===== src/rtl/lc3_regfile_pkg.sv =====
// lc3_regfile_pkg: shared constants and helpers for the LC-3 register file
// with busy scoreboard.
//   REGFILE_NUM_REGS / REGFILE_DATA_W : default geometry (8 x 16)
//   regfile_addr_w()                  : index width for a given register count
//   reg_idx_t                         : register index type for the default geometry
package lc3_regfile_pkg;

    localparam int REGFILE_NUM_REGS = 8;
    localparam int REGFILE_DATA_W   = 16;

    // Never narrower than one bit, so a degenerate count still elaborates far
    // enough for the top-level range check to report it.
    function automatic int regfile_addr_w(input int n);
        return (n < 2) ? 1 : $clog2(n);
    endfunction

    localparam int REGFILE_ADDR_W = regfile_addr_w(REGFILE_NUM_REGS);

    typedef logic [REGFILE_ADDR_W-1:0] reg_idx_t;

endpackage


===== src/rtl/lc3_regfile_rdport.sv =====
// lc3_regfile_rdport: one combinational read port of the register file.
// Configuration macro: REGFILE_BYPASS_EN (write-through forwarding).
// Ports:
//   regs     in  all register contents, packed
//   busy     in  scoreboard bit per register
//   sel      in  register index to read
//   wr_en    in  write port enable (used only for forwarding)
//   wr_idx   in  write port index (used only for forwarding)
//   wr_data  in  write port data (used only for forwarding)
//   data     out selected register value, 0 when sel is out of range
//   busy_out out scoreboard bit of the selected register, 0 when out of range
module lc3_regfile_rdport
    import lc3_regfile_pkg::*;
#(
    parameter int NUM_REGS = REGFILE_NUM_REGS,
    parameter int DATA_W   = REGFILE_DATA_W,
    parameter int ADDR_W   = regfile_addr_w(NUM_REGS)
) (
    input  logic [NUM_REGS-1:0][DATA_W-1:0] regs,
    input  logic [NUM_REGS-1:0]             busy,
    input  logic [ADDR_W-1:0]               sel,
    input  logic                            wr_en,
    input  logic [ADDR_W-1:0]               wr_idx,
    input  logic [DATA_W-1:0]               wr_data,
    output logic [DATA_W-1:0]               data,
    output logic                            busy_out
);

    logic hit;

    // Compare against every legal index instead of indexing directly, so an
    // out-of-range sel (non power-of-two NUM_REGS) simply matches nothing.
    always_comb begin
        data     = '0;
        busy_out = 1'b0;
        hit      = 1'b0;
        for (int i = 0; i < NUM_REGS; i++) begin
            if (sel == ADDR_W'(i)) begin
                data     = regs[i];
                busy_out = busy[i];
                hit      = 1'b1;
            end
        end
`ifdef REGFILE_BYPASS_EN
        // A register being written this cycle is already resolved: forward the
        // new value and drop its busy so the consumer does not stall.
        if (hit && wr_en && (wr_idx == sel)) begin
            data     = wr_data;
            busy_out = 1'b0;
        end
`endif
    end

`ifndef REGFILE_BYPASS_EN
    logic unused_fwd;
    assign unused_fwd = ^{wr_en, wr_idx, wr_data, hit};
`endif

endmodule


===== src/rtl/lc3_regfile_sb.sv =====
// lc3_regfile_sb: LC-3 register file (NUM_REGS x DATA_W, 2R/1W) with a
// per-register busy scoreboard for RAW/WAW hazard detection.
// Configuration macro: REGFILE_BYPASS_EN (write-through forwarding on reads).
// Ports:
//   Clk, Reset        clock; synchronous active-high reset
//   LD_REG/DR/DR_DATA write port; also clears DR's busy bit
//   SR1/SR2           read indices; SR1_OUT/SR2_OUT combinational data
//   ISSUE_VALID/ISSUE_DR  marks a destination as pending (sets busy)
//   SR1_BUSY/SR2_BUSY source has a pending write; STALL = either
//   ISSUE_CONFLICT    WAW: issuing to a destination that stays busy
//   BUSY_VEC          scoreboard bit per register
module lc3_regfile_sb
    import lc3_regfile_pkg::*;
#(
    parameter int  NUM_REGS = REGFILE_NUM_REGS,
    parameter int  DATA_W   = REGFILE_DATA_W,
    localparam int ADDR_W   = regfile_addr_w(NUM_REGS)
) (
    input  logic                Clk,
    input  logic                Reset,
    input  logic                LD_REG,
    input  logic [ADDR_W-1:0]   DR,
    input  logic [DATA_W-1:0]   DR_DATA,
    input  logic [ADDR_W-1:0]   SR1,
    input  logic [ADDR_W-1:0]   SR2,
    output logic [DATA_W-1:0]   SR1_OUT,
    output logic [DATA_W-1:0]   SR2_OUT,
    input  logic                ISSUE_VALID,
    input  logic [ADDR_W-1:0]   ISSUE_DR,
    output logic                SR1_BUSY,
    output logic                SR2_BUSY,
    output logic                STALL,
    output logic                ISSUE_CONFLICT,
    output logic [NUM_REGS-1:0] BUSY_VEC
);

    if (NUM_REGS < 2) begin : g_bad_num_regs
        $error("lc3_regfile_sb: NUM_REGS must be >= 2");
    end

    logic [NUM_REGS-1:0][DATA_W-1:0] regs;
    logic [NUM_REGS-1:0]             busy;
    logic [NUM_REGS-1:0]             set_vec;
    logic [NUM_REGS-1:0]             clr_vec;

    // One-hot decodes; out-of-range indices decode to nothing, which is what
    // makes out-of-range writes and issues no-ops.
    always_comb begin
        set_vec = '0;
        clr_vec = '0;
        for (int i = 0; i < NUM_REGS; i++) begin
            set_vec[i] = ISSUE_VALID & (ISSUE_DR == ADDR_W'(i));
            clr_vec[i] = LD_REG & (DR == ADDR_W'(i));
        end
    end

    always_ff @(posedge Clk) begin
        if (Reset) begin
            regs <= '0;
            busy <= '0;
        end else begin
            for (int i = 0; i < NUM_REGS; i++) begin
                if (clr_vec[i])
                    regs[i] <= DR_DATA;
                // Set wins: a new issue to a register retiring this cycle
                // leaves it busy for the new owner.
                if (set_vec[i])
                    busy[i] <= 1'b1;
                else if (clr_vec[i])
                    busy[i] <= 1'b0;
            end
        end
    end

    lc3_regfile_rdport #(.NUM_REGS(NUM_REGS), .DATA_W(DATA_W), .ADDR_W(ADDR_W)) u_rd1 (
        .regs(regs), .busy(busy), .sel(SR1),
        .wr_en(LD_REG), .wr_idx(DR), .wr_data(DR_DATA),
        .data(SR1_OUT), .busy_out(SR1_BUSY)
    );

    lc3_regfile_rdport #(.NUM_REGS(NUM_REGS), .DATA_W(DATA_W), .ADDR_W(ADDR_W)) u_rd2 (
        .regs(regs), .busy(busy), .sel(SR2),
        .wr_en(LD_REG), .wr_idx(DR), .wr_data(DR_DATA),
        .data(SR2_OUT), .busy_out(SR2_BUSY)
    );

    assign STALL          = SR1_BUSY | SR2_BUSY;
    // Advisory only; the issue is recorded regardless.
    assign ISSUE_CONFLICT = |(set_vec & busy & ~clr_vec);
    assign BUSY_VEC       = busy;

endmodule


===== config.mk =====
export PLATFORM = sky130hd
export DESIGN_NAME = lc3_regfile_sb
export DESIGN_NICKNAME = d
export VERILOG_FILES = /design/src/rtl/lc3_regfile_pkg.sv /design/src/rtl/lc3_regfile_rdport.sv /design/src/rtl/lc3_regfile_sb.sv
export SDC_FILE = /design/constraint.sdc
export NUM_CORES = 1
export LEC_CHECK = 0
export BUFFER_PORTS_ARGS = -buffer_cell sky130_fd_sc_hd__buf_2
export CAP_MARGIN = 20
export CELL_PAD_IN_SITES_DETAIL_PLACEMENT = 1
export CELL_PAD_IN_SITES_GLOBAL_PLACEMENT = 2
export CORE_UTILIZATION = 32
export DETAILED_ROUTE_END_ITERATION = 8
export GPL_ROUTABILITY_DRIVEN = 0
export PLACE_DENSITY_LB_ADDON = 0.1
export SYNTH_ARGS = -nofsm -noshare
export SYNTH_HDL_FRONTEND = slang
export SYNTH_SLANG_ARGS = --single-unit

===== constraint.sdc =====
create_clock -name Clk -period 1.4 [get_ports Clk]
set_input_delay 0.14 -clock Clk [delete_from_list [all_inputs] [get_ports Clk]]
set_output_delay 0.14 -clock Clk [all_outputs]
set_load 0.02 [all_outputs]

==> run summary <==
Worst Path Max Fanout = 2
Main combinational cell family by area after synthesis = simple AND/OR/NAND/NOR gates
Clock sink total = 136
Max cap viols = 0
Initial antenna violation count = 2
Die area = 24,100 µm²
Post-route insts no fill = 1,398
PwrDens = 985 nW/µm²
Vias in the first global route = 7,892
First-pass GRT wire length = 49.0 mm
CP Capture Type = output pin
Die height = 155 µm
Lkg Pwr = 3.79 nW
Worst Path Required = 1.26 ns
Max Clock Skew = 0 ns
Slew margin rel. = 62.9%
WP data arrival = 1.73 ns
Register area share after synthesis = 36.2%
Placed Area = 8940 µm²
Proportion of synthesized area in mux cells = 16.0%
Root Buffer = clkbuf_16
Vias/cell = 5.44
VDD IR max = 0.642 mV
Ys flop type = dfxtp_1
Power Total = 10.0 mW
Ys Warns = 0
Async SR Flop Fraction = 0%
Hold Path Class = in -> reg
Xor and xnor area share after synthesis = 0%
Worst setup startpoint = BUSY_VEC[3]
Crit-path cells = nor2b_1 > mux4_2 > nor2_4 > o22ai_2 > buf_6
Seq pwr share = 40.3%
Number of CTS-inserted buffers = 17
Area Growth Syn to Fin = 35.5%
Max incr delay on CP = 0.49 ns
Row Count = 55
Final setup violation count = 36
Number of synthesized register bits = 136
P_int = 7.14 mW
Post-synth top area cell = dfxtp_1
Final hold vios = 0
Place WS = -0.414 ns
Sw Ratio = 28.8%
Outcome = complete, but fails checks
Share of total power in the clock network = 44.7%
Post-detail-place hpwl = 22.9 mm
Post-route setup TNS = -13.03 ns
IO buf count = 75
CTS tree = done
GRT overflow = 0
Post-synthesis cell area = 7510 µm²
Max Fclk = 534 MHz
Synth Area in Compound Gates = 18.5%
H-tree depth = 4
Count leader, synth = nand2_1
Io pins = 76
Starting DRT DRC Count = 515
Post-synth top cells = 319 x nand2_1, 142 x a21oi_1, 136 x dfxtp_1
Critical path class = reg -> out
DRT antenna net count = 0
Share of layout cells above drive strength 1 = 38.9%
Hold wc startpoint = DR_DATA[3]
Worst Setup Slack, final = -0.474 ns
Slew @ Worst Pin = 0.555 ns
Die W = 155 µm
Post-synthesis adder-cell area fraction = 0%
RSZ-0062 raised after global routing = true
Drt drc = 0
Crit Reg-Reg Startpoint = BUSY_VEC[1]
Clock latency on the worst-skew pair = 0.42 ns
DR WL/cell = 23.1 µm
Post-Syn Area per Cell = 8.04 µm²
Synth Area in Simple Gates = 22.2%
Post-Route WL = 32.3 mm
Final hold slack = 0.0160 ns
Maximum root-to-sink buffer count = 2
Largest net degree at the start of global routing = 34
Clock slew at reported path FFs = 0.07 ns
Ant diodes = 0
CP max stage cell = mux4_2
Final core area utilization = 44.6%
Pins over their slew limit = 0
Core ar. = 22,800 µm²
Mapped Cells = 935
Post-CTS Hold Fix Bufs = 0
Gr usage total = 27.6%
Yosys top cell area share = 36.2%
Dominant cells by area after synthesis = dfxtp_1 36%, nand2_1 16%, mux4_2 11%, a21oi_1 9.5%, a22oi_1 3.0%
Final Critical Period = 1.87 ns
Failing checks = negative setup slack
Distinct cells, synth = 46
Via count = 7,606
Net Sw Power = 2.89 mW
Final Cycle Share = 134%
Design area = 10,200 µm²
Net count after synthesis = 967
Drt pass-1 iters = 4
Nets = 1,104
Combinational power share = 15.0%
Initial core utilization = 32.9%
Worst Setup Start Kind = register
EDFF count, synth = 0
Placed insts = 1,354
==> path summary, 6_finish.rpt <==
check,to,depth (start not counted),slack (ns)
worst max-delay path,STALL,5,-0.47
worst min register to register,regs[19],2,0.47
worst min-delay path,regs[83],3,0.02
worst max register to register,BUSY_VEC[1],5,0.45
==> per-layer routing <==
layer	global-route usage, %	routed length, µm	share of wire, %
met4	6.82	540	1.7
met5	0	31	0.096
met3	6.88	1920	5.9
met2	43.3	14800	46
met1	38.1	15000	46
==> repair_timing <==
item | CTS | global route
gates cloned | 0 | 0
setup endpoints to repair | 36 | 36
gates resized for setup | 152 | 49
buffers inserted | 11 | 2
pin swaps | 53 | 17
==> kinds of logic after synthesis <==
family | count (synthesis)
buffers and inverters | 99
and+or+nand+nor | 403
DFF | 136
AOI/OAI and AO/OA | 228
muxes | 69
==> state kept, by name, indices dropped and copies added (netlist names) <==
name      cells
BUSY_VEC      8
regs        128
==> cells in the final DEF, fill, tap and decap left out, types with 28 or more instances in the layout <==
| cell | count |
|---|---|
| nand2_2 | 28 |
| buf_4 | 107 |
| dfxtp_2 | 45 |
| a21oi_1 | 140 |
| mux4_2 | 36 |
| buf_6 | 50 |
| buf_2 | 39 |
| nor2_1 | 36 |
| dfxtp_1 | 90 |
| nand2_1 | 286 |
==> cell type report <==
class                   instances  area, µm²
fillers                      2704      12700
multi-input cells             700       4530
flip-flops and latches        136       2780
repair buffers                212       1880
clock buffers                  18        439
well taps                     313        392
clock inverters                14        140
inverters                       5       18.8
==> power by group through the flow <==
| stage | logic, mW | clock network (mW) | registers (mW) |
|---|---|---|---|
| finish | 1.51 | 4.48 | 4.04 |
| global route | 1.60 | 4.74 | 4.05 |
| CTS | 1.46 | 4.56 | 4.04 |
| detailed placement | 1.36 | 0 | 4.12 |
| global placement | 1.34 | 0 | 4.11 |
| floorplan | 0.777 | 0 | 4.10 |
==> critical path, delay by kind of cell, from the launching register on <==
kind	cells	cell delay, ns
muxes	1	0.49
DFF	1	0.33
and+or+nand+nor	2	0.25
buffers and inverters	1	0.14
AOI/OAI and AO/OA	1	0.10
Power figures use the tool's default switching activity.
